`src/rtl/ddr_port0_pixel_writer.sv`:
```
// DDR port-0 pixel writer: moves computed pixels into the MCB write data FIFO
// and issues write bursts so every frame lands contiguously from BASE_ADDR.
module ddr_port0_pixel_writer #(
  parameter logic [29:0] BASE_ADDR = 30'd0,
  parameter int          MAX_BURST = 64
) (
  input  logic        clk,
  input  logic        reset,
  input  logic [3:0]  resolution,
  input  logic        update,
  input  logic [31:0] pixel_data,
  input  logic        pixel_valid,
  output logic        pixel_ready,
  input  logic        mem_calib_done,
  input  logic        wr_full,
  input  logic        wr_empty,
  input  logic        cmd_full,
  output logic        wr_en,
  output logic [31:0] wr_data,
  output logic [3:0]  wr_mask,
  output logic        cmd_en,
  output logic [2:0]  cmd_instr,
  output logic [5:0]  cmd_bl,
  output logic [29:0] cmd_byte_addr,
  output logic        frame_done,
  output logic [7:0]  frame_count
);

  typedef enum logic [1:0] {IDLE, FILL, CMD, DRAIN} state_t;

  localparam logic [6:0]  MAX_LEN  = 7'(MAX_BURST);
  localparam logic [20:0] MAX_LEN_W = 21'(MAX_BURST);

  function automatic logic [20:0] res_pixels(input logic [3:0] res);
    case (res)
      4'b0000: res_pixels = 21'd307200;
      4'b0001: res_pixels = 21'd480000;
      4'b0011: res_pixels = 21'd786432;
      4'b0010: res_pixels = 21'd921600;
      default: res_pixels = 21'd1310720;
    endcase
  endfunction

  state_t      state;
  state_t      state_next;
  logic [1:0]  calib_sync;
  logic [20:0] total_pixels;
  logic        upd_pending;
  logic [20:0] pixel_index;
  logic [6:0]  word_cnt;
  logic [6:0]  burst_len;

  logic        drain_done;
  logic        wrap;
  logic [20:0] index_sum;
  logic [20:0] index_next;
  logic [20:0] total_next;
  logic [20:0] start_index;
  logic [20:0] remaining;
  logic [6:0]  len_next;

  // Index, frame size and burst size as they will be on entry to the next FILL.
  always_comb begin
    drain_done  = (state == DRAIN) && wr_empty;
    index_sum   = pixel_index + 21'(burst_len);
    wrap        = drain_done && (index_sum == total_pixels);
    index_next  = wrap ? 21'd0 : index_sum;
    total_next  = (wrap && upd_pending) ? res_pixels(resolution) : total_pixels;
    start_index = (state == DRAIN) ? index_next : pixel_index;
    remaining   = total_next - start_index;
    len_next    = (remaining >= MAX_LEN_W) ? MAX_LEN : remaining[6:0];
  end

  always_ff @(posedge clk) begin
    if (reset) state <= IDLE;
    else       state <= state_next;
  end

  always_comb begin
    state_next  = state;
    pixel_ready = 1'b0;
    cmd_en      = 1'b0;
    case (state)
      IDLE: if (calib_sync[1]) state_next = FILL;
      FILL: begin
        pixel_ready = (word_cnt < burst_len) && !wr_full;
        if (pixel_valid && pixel_ready && (word_cnt + 7'd1 == burst_len))
          state_next = CMD;
      end
      CMD: if (!cmd_full) begin
        cmd_en     = 1'b1;
        state_next = DRAIN;
      end
      DRAIN: if (wr_empty) state_next = FILL;
      default: state_next = IDLE;
    endcase
  end

  assign wr_en         = pixel_valid && pixel_ready;
  assign wr_data       = pixel_data;
  assign wr_mask       = 4'b0000;
  assign cmd_instr     = 3'b000;
  assign cmd_bl        = 6'(burst_len - 7'd1);
  assign cmd_byte_addr = BASE_ADDR + {7'd0, pixel_index, 2'b00};

  // An update seen in the wrap cycle stays pending for the following frame.
  always_ff @(posedge clk) begin
    if (reset) begin
      calib_sync   <= 2'b00;
      total_pixels <= res_pixels(resolution);
      upd_pending  <= 1'b0;
      pixel_index  <= 21'd0;
      word_cnt     <= 7'd0;
      burst_len    <= 7'd1;
      frame_done   <= 1'b0;
      frame_count  <= 8'd0;
    end else begin
      calib_sync <= {calib_sync[0], mem_calib_done};
      frame_done <= wrap;
      if (wrap) begin
        frame_count  <= frame_count + 8'd1;
        total_pixels <= total_next;
        upd_pending  <= update;
      end else if (update) begin
        upd_pending <= 1'b1;
      end
      if (wr_en) word_cnt <= word_cnt + 7'd1;
      if (drain_done) begin
        pixel_index <= index_next;
        word_cnt    <= 7'd0;
      end
      if ((state_next == FILL) && (state != FILL)) burst_len <= len_next;
    end
  end

endmodule

```
`config.mk`:
```
export PLATFORM = sky130hd
export DESIGN_NAME = ddr_port0_pixel_writer
export DESIGN_NICKNAME = d
export VERILOG_FILES = /design/src/rtl/ddr_port0_pixel_writer.sv
export SDC_FILE = /design/constraint.sdc
export NUM_CORES = 1
export LEC_CHECK = 0
export CORE_AREA = 3 3 123 125
export DETAILED_ROUTE_END_ITERATION = 10
export DIE_AREA = 0 0 126 128
export MAX_ROUTING_LAYER = met4
export PLACE_DENSITY = 0.7
export SETUP_SLACK_MARGIN = 0.3
export SYNTH_ARGS = -nofsm -noshare
export SYNTH_HDL_FRONTEND = slang
export SYNTH_SLANG_ARGS = --single-unit
```
`constraint.sdc`:
```
create_clock -name clk -period 7.1 [get_ports clk]
set_clock_uncertainty 0.05 [all_clocks]
set_input_delay 0.71 -clock clk [delete_from_list [all_inputs] [get_ports clk]]
set_output_delay 0.71 -clock clk [all_outputs]
set_load 0.005 [all_outputs]
```
==> summary by stage <==
Run status
The run finished with clean final reports.

GRT
The largest net degree at the start of global routing is 42. The first-pass GRT wire length is 28020 µm. The total global-route track usage is 22.12%. The total overflow left after global routing is 0.

The number of antenna violations at the first check in global routing came to 0. The via count of the first global-routing pass is 5338.

Floorplan
The initial utilization of the core area, before any placement, comes to 44.92%. The placement row count is 43. The vertical extent of the die is 128 µm. The total I/O pin count is 131. The die covers approximately 16000 µm². The floorplan step defined a core boundary enclosing approximately 14000 µm². The floorplan step set the die width to 126 µm.

Place
The HPWL reported at the end of detailed placement is 13450 µm. The weighted congestion reported at the end of routability-driven placement is approximately 1.0. The number of port buffers is 50.

Route
In the final routed layout, each cell accounts on average for 18.16 µm. For this block, the routed nets add up to 17490 µm of wire. The first detailed-routing pass ran for 5 iterations. In the routed layout, each cell is associated on average with a via count of 5.825. The count of unresolved DRC violations after routing is 0. The residual antenna-violating net count after detailed routing is 0. The overall via count from detail_route is between 5000 and 6000.

The DRC violation total after the first TritonRoute iteration is between 500 and 600.

Critical path
The arrival time of the worst setup path is 6.72 ns. The worst setup path is launched from a register. The startpoint identified for the worst register-to-register timing path is pixel_index[0]$_SDFFE_PP0P_. The standard cell with the maximum stage delay on the critical path is sky130_fd_sc_hd__fa_1. The endpoint of the worst register-to-register path is burst_len[4]$_SDFFE_PP0P_. The worst reg-to-reg path cell count is 27. On the worst path, the slowest cell contributes a delay of roughly 0.44 ns.

The number of buffer and inverter instances along the worst setup path is 5. The cell family with the largest share of critical-path delay is compound AO/OA/AOI/OAI gates. Data on the critical path is required at its endpoint by 7.30 ns.

STA classifies the critical path endpoint as a register. Along the worst path, the maximum fanout reaches 8. The kind of critical path is reg -> reg. The setup check on the worst reg-to-reg path leaves a slack of 0.59 ns.

STA
Headroom to the max-slew limit came out at between 30% and 40%. Setup repair after global routing left no endpoint under its margin. The worst path in the final design needs a cycle of about 6.5 ns, including I/O delays and setup.

The final number of max-transition violations is 0. Setup violations remaining at the end of the flow were counted as 0. After layout, the worst path uses 91.72% of the clock period. The number of failing hold endpoints at the final stage is 0. For the pin with the worst max-slew slack, the measured transition is 1.035 ns. For this run, the top clock speed supported by timing is roughly 0.15 GHz.

After routing, the total negative slack on setup checks comes to 0 ns.

Yosys
Of all flip-flops after synthesis, the portion carrying an async set or reset was 0%. The count of flip-flops with a built-in enable after synthesis is 21. The Yosys step of the flow raised 0 warnings.

Summed over all instances, the cell type with the most area after synthesis is sky130_fd_sc_hd__dfxtp_1. The register area share after synthesis is 25.65%. Counting flops and latches in the post-synthesis netlist gives 70. By area the synthesized netlist is led by sky130_fd_sc_hd__dfxtp_1 (16%), sky130_fd_sc_hd__edfxtp_1 (10%), sky130_fd_sc_hd__ha_1 (7.4%). The gate count after technology mapping is 758. After synthesis, the mean cell area works out to 8.290 µm². The netlist area before placement is between 6000 and 7000 µm². The most common flop cell mapped by yosys is sky130_fd_sc_hd__dfxtp_1. The area fraction of the dominant cell type after synthesis is 15.61%.

The count of unique library cells instantiated by Yosys is 72.

Min path
The source of the worst hold timing path is calib_sync[0]$_SDFF_PP0_. The path class of the tightest hold or removal check is reg -> reg. Counting instances, the worst hold path has a depth of 1.

For hold timing, the worst endpoint is calib_sync[1]$_SDFF_PP0_.

Layout
The share of the core filled with cells in the final layout is 51.40%. Cells with a size suffix above 1 make up 11.11% of the layout. The area growth from synthesis to layout is 14.44%.

The count of antenna diodes in the layout is 0. The number of filler instances in the final layout is approximately 1300. The number of nets in the finished design is 861.

Clock tree
The number of buffers created by CTS is 9. TritonCTS built the clock tree. The clock-pin transition on the worst setup and hold timing paths is 0.06 ns. The clock tree root driver cell is sky130_fd_sc_hd__clkbuf_16.

For the worst-skew pair, the clock arrives at the later sink with an insertion delay of roughly 0.34 ns. Counting along the longest clock path gives a buffer depth of 2. CTS built an H-tree with a depth of 3. The count of hold buffers inserted by post-cts repair is 0. The tree built by TritonCTS fans out to 70 sinks.

Power and ir drop
The total leakage power is 2.646 nW. The post-layout total power is roughly 1.1 mW. For this design the ratio of total power to cell area is 147.2 nW/µm².

The highest ir drop seen on vdd is between 0.00008 and 0.00009 V.

Job
The count of max-cap constraint violations is 0.
## power breakdown
| group | internal [mW] | switching, mW |
|---|---|---|
| sequential | 0.423 | 0.0103 |
| clock | 0.291 | 0.177 |
| combinational | 0.0684 | 0.0884 |
| total | 0.782 | 0.276 |
## what timing repair did
item                                    CTS  global route
endpoints found under the setup margin    5             7
endpoints found under the hold margin     0             0
resized for setup                         1            28
setup buffers                             1             8
pin swaps                                 2            10
## through the flow
step           setup WS (ns)  instance area (µm²)  instances  hold WS (ns)
6_report              0.5879                 7191        963        0.3863
4_1_cts               0.3384                 7005        955        0.3908
3_5_place_dp          0.2508                 6686        938        0.3791
3_3_place_gp          0.2972                 6686        938        0.3713
5_1_grt               0.2042                 7191        963        0.4086
2_1_floorplan         0.6699                 6340        773        0.3638
## synthesized netlist by cell type, types with 16 or more instances
cell	number
sky130_fd_sc_hd__nand2_1	54
sky130_fd_sc_hd__nor2_1	52
sky130_fd_sc_hd__dfxtp_1	49
sky130_fd_sc_hd__buf_4	48
sky130_fd_sc_hd__o21ai_0	48
sky130_fd_sc_hd__xnor2_1	41
sky130_fd_sc_hd__a21oi_1	39
sky130_fd_sc_hd__ha_1	37
sky130_fd_sc_hd__and2_1	24
sky130_fd_sc_hd__clkbuf_1	24
sky130_fd_sc_hd__inv_1	22
sky130_fd_sc_hd__edfxtp_1	21
sky130_fd_sc_hd__xor2_1	21
sky130_fd_sc_hd__nor2b_1	18
sky130_fd_sc_hd__a22oi_1	17
sky130_fd_sc_hd__nand4_1	17
sky130_fd_sc_hd__nor3_1	17
sky130_fd_sc_hd__nand3_1	16
## state kept, by name (all words and copies together) (netlist names)
| signal | flops |
|---|---|
| burst_len | 7 |
| frame_done | 1 |
| state | 2 |
| pixel_index | 21 |
| calib_sync | 2 |
| total_pixels | 21 |
| upd_pending | 1 |
| frame_count | 8 |
| word_cnt | 7 |
## layout make-up
type / instances / area [µm²] / area share, %
clock buffers: 11 / 252.7 / 3.515
inverters: 22 / 82.58 / 1.148
repair buffers: 71 / 661.9 / 9.205
multi-input cells: 604 / 4299 / 59.79
well taps: 180 / 225.2 / 3.132
clock inverters: 5 / 56.30 / 0.7830
flip-flops and latches: 70 / 1613 / 22.43
## layout by cell type, fill, tap and decap left out, types with 20 or more instances in the layout
cell type and instances:
sky130_fd_sc_hd__ha_1 35, sky130_fd_sc_hd__inv_1 22, sky130_fd_sc_hd__edfxtp_1 21, sky130_fd_sc_hd__clkdlybuf4s50_1 50, sky130_fd_sc_hd__nand2_1 53, sky130_fd_sc_hd__dfxtp_1 48
sky130_fd_sc_hd__xnor2_1 38, sky130_fd_sc_hd__o21ai_0 46, sky130_fd_sc_hd__a21oi_1 38, sky130_fd_sc_hd__nor2_1 51, sky130_fd_sc_hd__xor2_1 21, sky130_fd_sc_hd__buf_4 20
sky130_fd_sc_hd__and2_1 24
## kinds of logic after synthesis
| kind of cell | Yosys count | share of synthesized area [%] |
|---|---|---|
| and+or+nand+nor | 266 | 23.18 |
| AOI/OAI and AO/OA | 204 | 21.98 |
| buffers and inverters | 99 | 8.861 |
| DFF | 70 | 25.65 |
| xor gates and xnor gates | 66 | 10.08 |
| adders and majority gates | 39 | 8.005 |
| muxes | 13 | 2.190 |
| other | 1 | 0.05968 |
## metal layers
metal  vias to the layer above  GRT usage, %  routed length [µm]  share of wire, %
met3                        26         4.083                1001               5.7
met5                         -             -                   0                 0
met1                      2667         29.01                8067                46
met2                       178         35.24                8147                47
li1                       2738             -                   -                 -
met4                         0         6.120                 274               1.6
## worst max path at each step
stage | from | end | slack (ns) | cells after the start
6_report | pixel_index[0]$_SDFFE_PP0P_ | burst_len[4]$_SDFFE_PP0P_ | 0.59 | 27
5_1_grt | pixel_index[0]$_SDFFE_PP0P_ | burst_len[4]$_SDFFE_PP0P_ | 0.20 | 27
4_1_cts | burst_len[0]$_SDFFE_PP1P_ | burst_len[4]$_SDFFE_PP0P_ | 0.34 | 24
3_5_place_dp | burst_len[0]$_SDFFE_PP1P_ | burst_len[4]$_SDFFE_PP0P_ | 0.25 | 26
3_3_place_gp | burst_len[0]$_SDFFE_PP1P_ | burst_len[2]$_SDFFE_PP0P_ | 0.30 | 26
2_1_floorplan | burst_len[0]$_SDFFE_PP1P_ | burst_len[2]$_SDFFE_PP0P_ | 0.67 | 22
No activity file was read; power rests on OpenSTA's default activity.
